### config.mk
export PLATFORM = sky130hd
export DESIGN_NAME = demux4_stream_flat
export DESIGN_NICKNAME = d
export VERILOG_FILES = /design/src/rtl/demux4_stream_if.sv /design/src/rtl/demux4_stream.sv /design/src/flat_wrapper.sv
export SDC_FILE = /design/constraint.sdc
export NUM_CORES = 1
export LEC_CHECK = 0
export CORE_MARGIN = 2
export CORE_UTILIZATION = 44
export CTS_CLUSTER_SIZE = 14
export DETAILED_ROUTE_END_ITERATION = 10
export GPL_TIMING_DRIVEN = 0
export MAX_ROUTING_LAYER = met4
export PLACE_DENSITY = 0.87
export SLEW_MARGIN = 15
export SYNTH_ARGS = -nofsm -noshare
export SYNTH_HDL_FRONTEND = slang
export SYNTH_SLANG_ARGS = --single-unit
### constraint.sdc
create_clock -name clk -period 3.1 [get_ports clk]
set_input_delay 0.31 -clock clk [delete_from_list [all_inputs] [get_ports clk]]
set_output_delay 0.31 -clock clk [all_outputs]
set_load 0.005 [all_outputs]
### src/rtl/demux4_stream_if.sv
// Stream bundle for demux4_stream: one producer port, four consumer slots.
// in_bcast exists only when DEMUX4_BROADCAST_EN is defined.
interface demux4_stream_if #(
  parameter int WIDTH = 16
);
  logic [WIDTH-1:0] in_data;
  logic [1:0]       in_sel;
  logic             in_valid;
  logic             in_ready;
`ifdef DEMUX4_BROADCAST_EN
  logic             in_bcast;
`endif
  logic [WIDTH-1:0] outa;
  logic [WIDTH-1:0] outb;
  logic [WIDTH-1:0] outc;
  logic [WIDTH-1:0] outd;
  logic             outa_valid;
  logic             outb_valid;
  logic             outc_valid;
  logic             outd_valid;
  logic             outa_ready;
  logic             outb_ready;
  logic             outc_ready;
  logic             outd_ready;

  modport slave (
    input  in_data,
    input  in_sel,
    input  in_valid,
    output in_ready,
`ifdef DEMUX4_BROADCAST_EN
    input  in_bcast,
`endif
    output outa,
    output outb,
    output outc,
    output outd,
    output outa_valid,
    output outb_valid,
    output outc_valid,
    output outd_valid,
    input  outa_ready,
    input  outb_ready,
    input  outc_ready,
    input  outd_ready
  );

  modport master (
    output in_data,
    output in_sel,
    output in_valid,
    input  in_ready,
`ifdef DEMUX4_BROADCAST_EN
    output in_bcast,
`endif
    input  outa,
    input  outb,
    input  outc,
    input  outd,
    input  outa_valid,
    input  outb_valid,
    input  outc_valid,
    input  outd_valid,
    output outa_ready,
    output outb_ready,
    output outc_ready,
    output outd_ready
  );
endinterface

### src/rtl/demux4_stream.sv
// 1-to-4 stream demux, one registered holding slot per output.
// Optional broadcast to all slots: define DEMUX4_BROADCAST_EN.
module demux4_stream #(
  parameter int WIDTH = 16
) (
  input logic           clk,
  input logic           rst_n,
  demux4_stream_if.slave bus
);

  logic [3:0]       valid_q;
  logic [WIDTH-1:0] data_q [4];
  logic [3:0]       rdy;
  logic [3:0]       drain;
  logic [3:0]       free;
  logic [3:0]       sel_oh;
  logic [3:0]       tgt;
  logic [3:0]       load;
  logic             accept;

  assign rdy = {bus.outd_ready, bus.outc_ready,
                bus.outb_ready, bus.outa_ready};
  assign drain = valid_q & rdy;
  assign free  = ~valid_q | drain;

  always_comb begin
    sel_oh = 4'b0000;
    unique case (bus.in_sel)
      2'd0: sel_oh = 4'b0001;
      2'd1: sel_oh = 4'b0010;
      2'd2: sel_oh = 4'b0100;
      2'd3: sel_oh = 4'b1000;
    endcase
  end

`ifdef DEMUX4_BROADCAST_EN
  assign tgt = bus.in_bcast ? 4'b1111 : sel_oh;
`else
  assign tgt = sel_oh;
`endif

  // every targeted slot must be free for the word to go in
  assign bus.in_ready = rst_n && ((free & tgt) == tgt);
  assign accept = bus.in_valid && bus.in_ready;
  assign load   = tgt & {4{accept}};

  always_ff @(posedge clk) begin
    if (!rst_n) begin
      valid_q <= 4'b0000;
      for (int i = 0; i < 4; i++) begin
        data_q[i] <= '0;
      end
    end else begin
      for (int i = 0; i < 4; i++) begin
        if (load[i]) begin
          data_q[i]  <= bus.in_data;
          valid_q[i] <= 1'b1;
        end else if (drain[i]) begin
          valid_q[i] <= 1'b0;
        end
      end
    end
  end

  assign bus.outa = data_q[0];
  assign bus.outb = data_q[1];
  assign bus.outc = data_q[2];
  assign bus.outd = data_q[3];
  assign bus.outa_valid = valid_q[0];
  assign bus.outb_valid = valid_q[1];
  assign bus.outc_valid = valid_q[2];
  assign bus.outd_valid = valid_q[3];

endmodule

### src/flat_wrapper.sv
// flat-port wrapper written by rule: the top's interface ports become plain ports
module demux4_stream_flat 
#(
  parameter int WIDTH = 16
)
  (clk, rst_n, bus_in_data, bus_in_sel, bus_in_valid, bus_in_ready, bus_outa, bus_outb, bus_outc, bus_outd, bus_outa_valid, bus_outb_valid, bus_outc_valid, bus_outd_valid, bus_outa_ready, bus_outb_ready, bus_outc_ready, bus_outd_ready);
  demux4_stream_if #(.WIDTH(WIDTH)) bus_i ();
  input logic clk;
  input logic rst_n;
  input wire logic [$bits(bus_i.in_data)-1:0] bus_in_data;
  input wire logic [$bits(bus_i.in_sel)-1:0] bus_in_sel;
  input wire logic [$bits(bus_i.in_valid)-1:0] bus_in_valid;
  output wire logic [$bits(bus_i.in_ready)-1:0] bus_in_ready;
  output wire logic [$bits(bus_i.outa)-1:0] bus_outa;
  output wire logic [$bits(bus_i.outb)-1:0] bus_outb;
  output wire logic [$bits(bus_i.outc)-1:0] bus_outc;
  output wire logic [$bits(bus_i.outd)-1:0] bus_outd;
  output wire logic [$bits(bus_i.outa_valid)-1:0] bus_outa_valid;
  output wire logic [$bits(bus_i.outb_valid)-1:0] bus_outb_valid;
  output wire logic [$bits(bus_i.outc_valid)-1:0] bus_outc_valid;
  output wire logic [$bits(bus_i.outd_valid)-1:0] bus_outd_valid;
  input wire logic [$bits(bus_i.outa_ready)-1:0] bus_outa_ready;
  input wire logic [$bits(bus_i.outb_ready)-1:0] bus_outb_ready;
  input wire logic [$bits(bus_i.outc_ready)-1:0] bus_outc_ready;
  input wire logic [$bits(bus_i.outd_ready)-1:0] bus_outd_ready;
  assign bus_i.in_data = bus_in_data;
  assign bus_i.in_sel = bus_in_sel;
  assign bus_i.in_valid = bus_in_valid;
  assign bus_in_ready = bus_i.in_ready;
  assign bus_outa = bus_i.outa;
  assign bus_outb = bus_i.outb;
  assign bus_outc = bus_i.outc;
  assign bus_outd = bus_i.outd;
  assign bus_outa_valid = bus_i.outa_valid;
  assign bus_outb_valid = bus_i.outb_valid;
  assign bus_outc_valid = bus_i.outc_valid;
  assign bus_outd_valid = bus_i.outd_valid;
  assign bus_i.outa_ready = bus_outa_ready;
  assign bus_i.outb_ready = bus_outb_ready;
  assign bus_i.outc_ready = bus_outc_ready;
  assign bus_i.outd_ready = bus_outd_ready;
  demux4_stream #(.WIDTH(WIDTH)) u_core (.clk(clk), .rst_n(rst_n), .bus(bus_i));
endmodule
* Word-level counts from Yosys, hierarchy flattened
Memories as Yosys holds them, arrays and structs flattened.
Index checks and enable logic that the tools add are counted.
** Word-level totals
- Flip-flop bits (word level) :: 4
- RAM bits :: 64
- Bits of input ports :: 25
- Output and inout bits :: 69
- Word-level logic and storage cells :: 51
- Memories kept :: 1
** Memories
- u_core.data_q :: depth 4, width 16, read ports 4, clocked after memory_dff 0, write ports 4, RTL line demux4_stream.sv:12 : logic [WIDTH-1:0] data_q [4];
** Operators by class
- Equality and inequality tests :: 4
- Muxes and demuxes :: 26
- Bitwise gates (word level) :: 9
- Reductions and logical operators :: 7
** Operators with widths (count)
- 2-to-1 mux 16 bit :: 4
- 2-to-1 mux 1 bit :: 21
- case mux 4 bit (4 select lines) :: 1
- bitwise AND 4 bit :: 3
- nonzero test 2 bit :: 4
- equality test 2 bit, second input constant :: 2
- equality test 4 bit :: 1
- inverter 4 bit :: 1
- bitwise OR 1 bit :: 4
- bitwise OR 4 bit :: 1
- equality test 2 x 1 -> 1 bit, second input constant :: 1
- logical AND 1 bit :: 2
- logical NOT 2 bit :: 1

* Longest topological paths before layout
- Depth in word-level cells :: 11
- Mapped depth :: 5
- Gate-level depth less buffers :: 3

* Worst setup path after synthesis
No wires, ideal clock.
- Path type :: input port to flip-flop
- From :: input bus_in_valid
- To :: memory u_core.data_q[1][0], enable pin
- Library setup time :: 414 ps
- Data arrival time :: 1958 ps
- Data required time :: 2686 ps
- Slack :: 727 ps
- Stages :: 3
- Buffers on the path :: 1
- Path through :: clkbuf_1 > nand2_1 > o31ai_1
** RTL lines
- from (decl) :: RTL line flat_wrapper.sv:12 : input wire logic [$bits(bus_i.in_valid)-1:0] bus_in_valid;
- to (decl) :: RTL line demux4_stream.sv:12

* Worst setup path after layout
- From :: input rst_n
- To :: output bus_in_ready
** On the way
- Cells in the longest elaborated chain, start to end :: 1
** RTL lines
- from (decl) :: RTL line flat_wrapper.sv:9 : input logic rst_n;
- logical AND 1 bit :: RTL line demux4_stream.sv:43 : assign bus.in_ready = rst_n && ((free & tgt) == tgt);
- to (decl) :: RTL line flat_wrapper.sv:13 : output wire logic [$bits(bus_i.in_ready)-1:0] bus_in_ready;
Every way passes these cells.

==> results.cfg <==
[clock_tree]
cts_hold_repair.buffers = 0
worstSkewPairLatency_ps = 330
numCtsBuffers = 9
cts_setup_buffers = 0
ctsRootBufferMaster = clkbuf_8
clockBufferDepth = 2
worst_setup_hold_path_clk_slew_ps = 70
cts-resized-gates = 0
cts_sinks = 68
htreeDepth = 3
cts_tree = yes

[cells_and_area]
final_layout_size_suffix_gt1_share_pct = 9.091
num_antenna_cells = 0
finish.utilization_pct = 68.42
num-nets-final = 318
fill_cells = 409
areaGrowthSynthToFinish_pct = 49.28
regArea_sq_um = 2002
cell_count_final_fillers_out = 369
multiInputGateArea_sq_um = 493.0

[die]
die_footprint_sq_um = 6358
io_pins = 94
chipWidth_um = 79.74
initial_util_pct = 45.83
floorplan.core_area_sq_um = 5507
num_rows = 27
floorplan.die.height_um = 79.74

[logic_synthesis]
most_numerous_cell_in_the_yosys_netlist = nor2_1
yosysSeqAreaShare_pct = 79.33
ys_top_cells_by_count = nor2_1, edfxtp_1, nand2_1
async_flop_share_pct = 0
cell_type_with_the_largest_total_area_after_synthesis = edfxtp_1
synth_flop_cell = edfxtp_1
total_number_of_yosys_warnings = 0
netlist_area_pre_place_sq_um = 2524
synth.avg_cell_area_sq_um = 13.50
netlist_instances = 187
synth_enable_flop_cells = 64
area_share_of_the_largest_cell_type_after_synthesis_pct = 76.15
synth.ff_latch_count = 68
yosys-top-cells-area = edfxtp_1, nor2_1, dfxtp_1
synth_nets = 212
synth.lib_cells_used.distinct = 21

[detailed_routing]
wire_per_inst_um = 15.66
postRouteAntennaNets = 0
dr_total_vias = 1763
drt-initial-drc-count = 98
detail_route.vias_per_cell = 4.778
drc_errors = 0
postRouteWirelength_um = 5779
firstDrtPassIters = 4

[setup_path]
cp-start-kind = input port
regToRegSetupSlack_ps = 1510
worst_ep_arrival_time_ps = 2330
worst_r2r_startpoint = u_core.valid_q[1]
cp_max_fo = 10
ff2ff_path_depth = 2
critPathKind = in -> out
worst_ep_required_time_ps = 2790
worstSetupEndpointType = output pin
crit-reg2reg-capture = u_core.data_q[1][5]

[sta]
worst-slew-pin-transition_ps = 852.6
final-hold-violation-count = 0
tns_ps = 0
finalSetupViolCount = 0
rsz0062_at_grt = false
layout_worst_path_cycle_share_pct = 85.24
fin_crit_ps = 2642
worst_clock_skew_ps = 7.289
timing_max_transition_violations_final = 0
achievable-frequency_ghz = 0.3784
worst_slew_margin_rel_pct = 43.16

[power_and_ir_drop]
total_leakage_power_uw = 0.001385
powerDensity_nw_per_um2 = 512.0
vdd.ir_drop.worst_v = 0.0002695

[place]
place.detailed.hpwl_um = 4305
placement.io_buffers = 92
placed_cells_incl_taps = 354
gp_congestion = 0.7512

[global_route]
grt_pass1_wl_um = 8832
grt_start_max_net_pins = 17
globalRouteOverflowTotal = 0
via_count_of_the_first_global_routing_pass = 1745
antenna_found_initial = 0
grtUsageTotal_pct = 19.79

[hold_path]
hold_path_depth = 3
holdPathEnd = u_core.valid_q[3]
hp-class = in -> reg
hold_path.startpoint = bus_in_valid

[status]
run_status = finished, final reports clean

[flow_run]
max_capacitance_violation_count = 0
## per-stage QoR
step           instance area (sq um)  setup slack, ps  power [uW]  hold slack, ps
6_report                        3767            457.6        1929           477.9
3_3_place_gp                    3535           -226.8        1274           531.6
4_1_cts                         3767            438.4        1939           450.4
2_1_floorplan                   2524            727.4        1142           468.3
5_1_grt                         3767            313.5        1979           507.3
3_5_place_dp                    3593            450.2        1288           554.5
## kinds of logic after synthesis
group | Yosys count | share of synthesized area, %
buffers and inverters | 10 | 2.131
and+or+nand+nor | 100 | 16.36
DFF | 68 | 79.33
AOI/OAI and AO/OA | 9 | 2.182
## registers in the layout (all words and copies together), names as in the netlist
name / count
u_core.data_q: 64
u_core.valid_q: 4
## worst max-delay path, cell delays in order
cell	delay, ps
clkdlybuf4s50_1	480
buf_2	240
nand4_1	370
buf_2	330
nand4_1	90
clkdlybuf4s50_1	520
## cells in the final DEF (no fill, tap or decap)
cell,Yosys,final
nor2b_1,1,1
buf_6,1,4
o211ai_1,1,1
nand3_1,2,2
nand2_1,21,21
clkdlybuf4s50_1,0,92
o21ai_0,5,2
clkbuf_8,0,9
dfxtp_1,4,4
buf_2,7,7
nor2_1,65,65
o21a_1,1,1
bufinv_16,0,1
o21ai_2,0,3
nand3_2,1,1
a21boi_0,1,1
and2b_1,1,1
inv_1,1,1
clkinv_2,0,1
clkbuf_1,1,4
o31ai_4,0,1
or3_1,1,1
and2_1,2,2
clkinv_1,0,1
nand4_1,2,2
nand2b_1,4,4
edfxtp_1,64,64
## worst max-delay path by stage
stage,from,end,cells after the start
final,rst_n,bus_in_ready,6
after detailed placement,rst_n,bus_in_ready,6
after CTS,rst_n,bus_in_ready,6
after global placement,bus_in_sel[1],u_core.data_q[2][11],4
after global routing,rst_n,bus_in_ready,6
after floorplan,bus_in_valid,u_core.data_q[1][0],3
## area by class of cell
cell class	count	area share (%)
flip-flops and latches	68	53.14
repair buffers	95	25.34
multi-input cells	109	13.09
clock buffers	12	3.587
well taps	72	2.391
plain buffers	9	1.328
clock inverters	3	1.030
inverters	1	0.09963
## per-layer routing
layer / global-route usage [%] / wire, um / vias up
li1: - / - / 858
met4: 9.153 / 81 / 0
met1: 23.42 / 2357 / 828
met5: - / 0 / -
met3: 3.167 / 318 / 6
met2: 33.45 / 3021 / 71
## where the power goes
part	switching (uW)	internal, uW	total [uW]
registers	12.4	1050	1060
logic	93.4	114	207
clock network	298	364	662
total	404	1520	1930
(Power assumes the default switching activity.)
==> RTL edit 1: new RTL, same settings <==
Reset style: asynchronous (`rst_n`), changed in one clocked block.
--- a/src/rtl/demux4_stream.sv
+++ b/src/rtl/demux4_stream.sv
@@ -44,7 +44,7 @@
   assign accept = bus.in_valid && bus.in_ready;
   assign load   = tgt & {4{accept}};
 
-  always_ff @(posedge clk) begin
+  always_ff @(posedge clk or negedge rst_n) begin
     if (!rst_n) begin
       valid_q <= 4'b0000;
       for (int i = 0; i < 4; i++) begin
Function: differs if rst_n is asserted again (counterexample within 4 cycles, from zero or initial values and one cycle with rst_n low); with rst_n held inactive, the same outputs for 10 cycles.
==> RTL edit 1 against the original RTL <==
- cell area is 2.7% higher
- area after synthesis is 4.9% higher
- routed wire length is 2.4% higher
- sequential cell count unchanged
- global-route usage is 0.45 points higher
- via count fell by 2.2%
- worst setup slack improved by 0.10 ns
- first-iteration DRC count is 47% lower
- worst hold slack got worse by 0.11 ns
- critical path type unchanged
Power is not compared: it rests on default switching activity, and its combinational part moved more than twofold at a synthesized area within 25%.
==> RTL edit 1: results (changes against the original RTL) <==
| Metric | Value |
|---|---|
| Initial antenna violation count | 0 (unchanged) |
| Top cells by area, synth | dfrtp_1 64%, mux2_2 27%, buf_6 1.7%, a21oi_4 1.2%, nor4_4 0.80% |
| Hold crit path type | primary input to asynchronous set/reset pin |
| Global-route wire length before repair | 9540 µm (+8.0%) |
| Synth cell count leaders | 68 x dfrtp_1, 64 x mux2_2, 4 x buf_6, 3 x inv_1 |
| Port-buffer cells | 93 (+1.1%) |
| Crit-path max cell delay | 0.53 ns |
| R2r worst-path depth | 4 (+2) |
| Worst slack, placed | 0.589 ns (+0.138 ns) |
| Placed cells | 328 (-7.3%) |
| Pin count of the biggest net entering global routing | 61 (+44) |
| Non-Filler Instances | 345 (-6.5%) |
| Top_reg_cell synth | dfrtp_1 |
| GR Util met2 | 32.2% (-1.2 points) |
| CP max stage cell | dlygate4sd3_1 |
| First DRT Iteration DRCs | 52 (-47%) |
| Worst-path fanout max | 60 (+50) |
| Slew headroom | 58.6% (+15 points) |
| Post-DP HPWL | 4190 µm (-2.7%) |
| Run status | complete, no violations |
| Dpl cell area | 3700 µm² (+2.9%) |
| FFs w/ async S/R, synth | 100% (+100 points) |
| Cell count after synthesis | 159 (-15%) |
| RD Place Congestion | 0.752 (+0.16%) |
| CP Data Arrival Time | 2.23 ns (-0.10 ns) |
| Synthesized Nets | 184 (-13%) |
| Total track usage | 20.2% (+0.45 points) |
| H-Tree Depth | 3 (unchanged) |
| Vias in the first global route | 1871 (+7.2%) |
| Seq/Total Area, Yosys | 64.3% (-15 points) |
| Share of layout cells above drive strength 1 | 32.6% (+24 points) |
| Met1 usage | 24.1% (+0.65 points) |
| Final #Nets | 290 (-8.8%) |
| Crit-path leading delay family | buffers and inverters |
| Met3 Usage GRT | 3.74% (+0.57 points) |
| Total CTS buffers | 9 (unchanged) |
| Via/cell ratio | 5.00 (+4.6%) |
| Number of detailed-route iterations in the first pass | 4 (unchanged) |
| Final Skew | 0.00333 ns (-0.00396 ns) |
| Final wirelength | 5920 µm (+2.4%) |
-- RTL edit 1: worst paths after layout --
path / start / end / slack, ns
hold reg to reg: u_core.bus.outd[10] / u_core.bus.outd[10] / 0.51
setup reg to reg: u_core.valid_q[0] / u_core.bus.outa[8] / 1.26
setup / recovery: rst_n / bus_in_ready / 0.56
hold / removal: rst_n / u_core.bus.outd[0] / 0.36
min in group clk: u_core.bus.outd[10] / u_core.bus.outd[10] / 0.51
max in group asynchronous: rst_n / u_core.bus.outb[10] / 2.22
-- RTL edit 1: report_power, final --
part,switching (µW),internal (µW)
Sequential,101,1080
Clock,301,311
Combinational,202,501
Total,604,1890
-- RTL edit 1: kinds of logic after synthesis --
kind of cell / synth area share, %
compound gates: 2.41
buf+inv: 2.32
simple gates: 3.74
flops: 64.3
mux: 27.2
-- RTL edit 1: cell type report --
type,instances,area [µm²]
Fill cell,424,1980
Inverter,3,11.3
Timing Repair Buffer,95,966
Clock buffer,14,153
Clock inverter,2,10.0
Tap cell,75,93.8
Buffer,5,50.0
Multi-Input combinational cell,83,883
Sequential cell,68,1700
-- RTL edit 1: per-stage QoR --
step / total power, µW / hold slack (ns)
after floorplan: 1400 / 0.0144
after global placement: 1880 / 0.488
after detailed placement: 1910 / 0.172
after CTS: 2540 / 0.352
after global routing: 2630 / 0.395
final: 2500 / 0.364
-- RTL edit 1: layer usage --
layer | up-vias | wire (µm)
met5 | - | 0
met4 | 0 | 174
met3 | 14 | 280
met2 | 59 | 3030
met1 | 868 | 2430
li1 | 783 | -
-- RTL edit 1: timing repair --
item,4_1_cts,5_1_grt
hold buffers,1,0
endpoints found under the hold margin,12,0
resized for setup,0,0
endpoints found under the setup margin,0,0
==> RTL edit 2: new RTL, config.mk and constraints unchanged <==
Without the edit above. `WIDTH` is set to 16 in 3 places; all go to 14.
--- a/src/rtl/demux4_stream_if.sv
+++ b/src/rtl/demux4_stream_if.sv
@@ -1,7 +1,7 @@
 // Stream bundle for demux4_stream: one producer port, four consumer slots.
 // in_bcast exists only when DEMUX4_BROADCAST_EN is defined.
 interface demux4_stream_if #(
-  parameter int WIDTH = 16
+  parameter int WIDTH = 14
 );
   logic [WIDTH-1:0] in_data;
   logic [1:0]       in_sel;
--- a/src/rtl/demux4_stream.sv
+++ b/src/rtl/demux4_stream.sv
@@ -1,7 +1,7 @@
 // 1-to-4 stream demux, one registered holding slot per output.
 // Optional broadcast to all slots: define DEMUX4_BROADCAST_EN.
 module demux4_stream #(
-  parameter int WIDTH = 16
+  parameter int WIDTH = 14
 ) (
   input logic           clk,
   input logic           rst_n,
--- a/src/flat_wrapper.sv
+++ b/src/flat_wrapper.sv
@@ -1,7 +1,7 @@
 // flat-port wrapper written by rule: the top's interface ports become plain ports
 module demux4_stream_flat 
 #(
-  parameter int WIDTH = 16
+  parameter int WIDTH = 14
 )
   (clk, rst_n, bus_in_data, bus_in_sel, bus_in_valid, bus_in_ready, bus_outa, bus_outb, bus_outc, bus_outd, bus_outa_valid, bus_outb_valid, bus_outc_valid, bus_outd_valid, bus_outa_ready, bus_outb_ready, bus_outc_ready, bus_outd_ready);
   demux4_stream_if #(.WIDTH(WIDTH)) bus_i ();
Interface: changed (5 resized); port bits go from 94 to 84. The function was not compared with the original's and may differ.
==> RTL edit 2 against the original RTL <==
- synthesized cell count fell by 20%
- area after synthesis fell by 5.1%
- count of clock-buffer cells in the layout down 2
- clock power fell by 16%
- routed wire length shrank 17%
- total power shrank 15%
- cell area decreased by 8.4%
- sequential cell count down 8
- non-clock buffer count fell by 17
- clock skew fell by 0.0021 ns
- critical path depth decreased by 1
- die area fell by 4.9%
- worst setup slack improved by 0.39 ns
- critical endpoint unchanged
- largest cell class unchanged
- largest power group unchanged
- highest routed layer unchanged
==> RTL edit 2: results (changes against the original RTL) <==
| Metric | Value |
|---|---|
| Crit-path leading delay family | buffers and inverters |
| Worst setup startpoint | bus_in_sel[0] |
| Top cells by area, synth | edfxtp_1 70%, and2_1 14%, dfxtp_1 3.3%, nand2b_1 1.3%, nor2b_1 1.0% |
| Total track usage | 17.0% (-2.8 points) |
| Pin count of the biggest net entering global routing | 15 (-2) |
| Post-synth EDFFs | 56 (-13%) |
| Crit-path max cell delay | 0.72 ns (+0.20 ns) |
| Vias in the first global route | 1464 (-16%) |
| Worst reg2reg path endpoint | u_core.data_q[2][9] |
| Post_cts resized | 0 (unchanged) |
| Largest regs | u_core.data_q: 56 flops, u_core.valid_q: 4 flops |
| Hold Crit Start | rst_n |
| Synth cell count leaders | 56 x edfxtp_1, 54 x and2_1, 5 x nand2b_1, 4 x dfxtp_1, 4 x nor2b_1 |
| Number of detailed-route iterations in the first pass | 4 (unchanged) |
| Via/cell ratio | 4.66 (-2.5%) |
| Slew headroom | 52.2% (+9.1 points) |
| Final #Nets | 264 (-17%) |
| Worst r2r src | u_core.valid_q[2] |
| Synthesized Nets | 172 (-19%) |
| Routed WL per cell | 15.3 µm (-2.6%) |
| Seq/Total Area, Yosys | 73.6% (-5.8 points) |
| Global-route wire length before repair | 7400 µm (-16%) |
| First DRT Iteration DRCs | 65 (-34%) |
| CP Data Arrival Time | 1.94 ns (-0.39 ns) |
| Yosys top cell area share | 70.2% (-5.9 points) |
| Peak supply drop | 0.000220 V (-18%) |
| R2r worst-path depth | 3 (+1) |
| Run status | complete, no violations |
| N_diodes | 0 (unchanged) |
| Clock latency reported for the late side of the worst-skew pair | 0.32 ns |
| Share of layout cells above drive strength 1 | 11.4% (+2.3 points) |
| Worst-path fanout max | 8 (-2) |
| Yosys warns | 0 (unchanged) |
| Total CTS buffers | 9 (unchanged) |
| Final Skew | 0.00524 ns (-0.00205 ns) |
| Port-buffer cells | 81 (-12%) |
| Yosys cell types | 24 (+14%) |
| Dpl cell area | 3290 µm² (-8.4%) |
| Leak | 0.00129 µW (-6.8%) |
| Post-DP HPWL | 3620 µm (-16%) |
| Reg2Reg Setup Slack | 1.26 ns (-0.25 ns) |
| RD Place Congestion | 0.802 (+6.7%) |
-- RTL edit 2: kinds of logic (layout without fill, tap and decap cells) --
kind of cell    count (synthesis)  count (layout)  share of synthesized area, %
simple gates                   78              78                          23.2
flops                          60              60                          73.6
buf+inv                         6             103                          1.83
compound gates                  5               5                          1.36
-- RTL edit 2: layout make-up --
type                            instances  area, µm²
Sequential cell                        60       1760
Fill cell                             358       1720
Timing Repair Buffer                   81        811
Multi-Input combinational cell         83        589
Clock buffer                           10        128
Tap cell                               70       87.6
Buffer                                  6       43.8
Clock inverter                          6       31.3
-- RTL edit 2: how the worst min path moves through the flow --
stage,end,slack (ns),cells past startpoint
2_1_floorplan,u_core.valid_q[0],0.47,2
3_3_place_gp,u_core.valid_q[1],0.52,2
3_5_place_dp,u_core.valid_q[1],0.53,2
4_1_cts,u_core.valid_q[3],0.29,2
5_1_grt,u_core.valid_q[2],0.30,2
6_report,u_core.valid_q[3],0.30,2
-- RTL edit 2: worst register-to-register path: cells and delay by family (launching register included) --
family | cells | cell delay [ns]
simple gates | 3 | 1.17
flops | 1 | 0.31
-- RTL edit 2: layer usage --
metal / GRT usage (%) / vias up / part of all wire, %
met2: 28.4 / 54 / 53
met4: 8.39 / 0 / 1.9
met1: 20.3 / 701 / 41
met3: 2.33 / 8 / 4.1
met5: - / - / 0
li1: - / 709 / -
-- RTL edit 2: power by group --
| group | leakage (µW) | internal, µW | switching, µW |
|---|---|---|---|
| Sequential | 0.000633 | 920 | 9.72 |
| Clock | 0.0000832 | 281 | 275 |
| Combinational | 0.000575 | 91.8 | 64.7 |
| Total | 0.00129 | 1290 | 349 |
-- RTL edit 2: per-stage QoR --
step | worst slack (ns) | utilization [%] | total power [µW] | instances | hold slack, ns
finish | 0.852 | 66.7 | 1640 | 316 | 0.298
global route | 0.793 | 66.7 | 1690 | 316 | 0.299
CTS | 0.848 | 66.7 | 1660 | 316 | 0.286
detailed placement | 0.686 | 63.7 | 1100 | 300 | 0.535
global placement | 0.706 | 63.7 | 1100 | 300 | 0.520
floorplan | 1.44 | - | 991 | 149 | 0.473
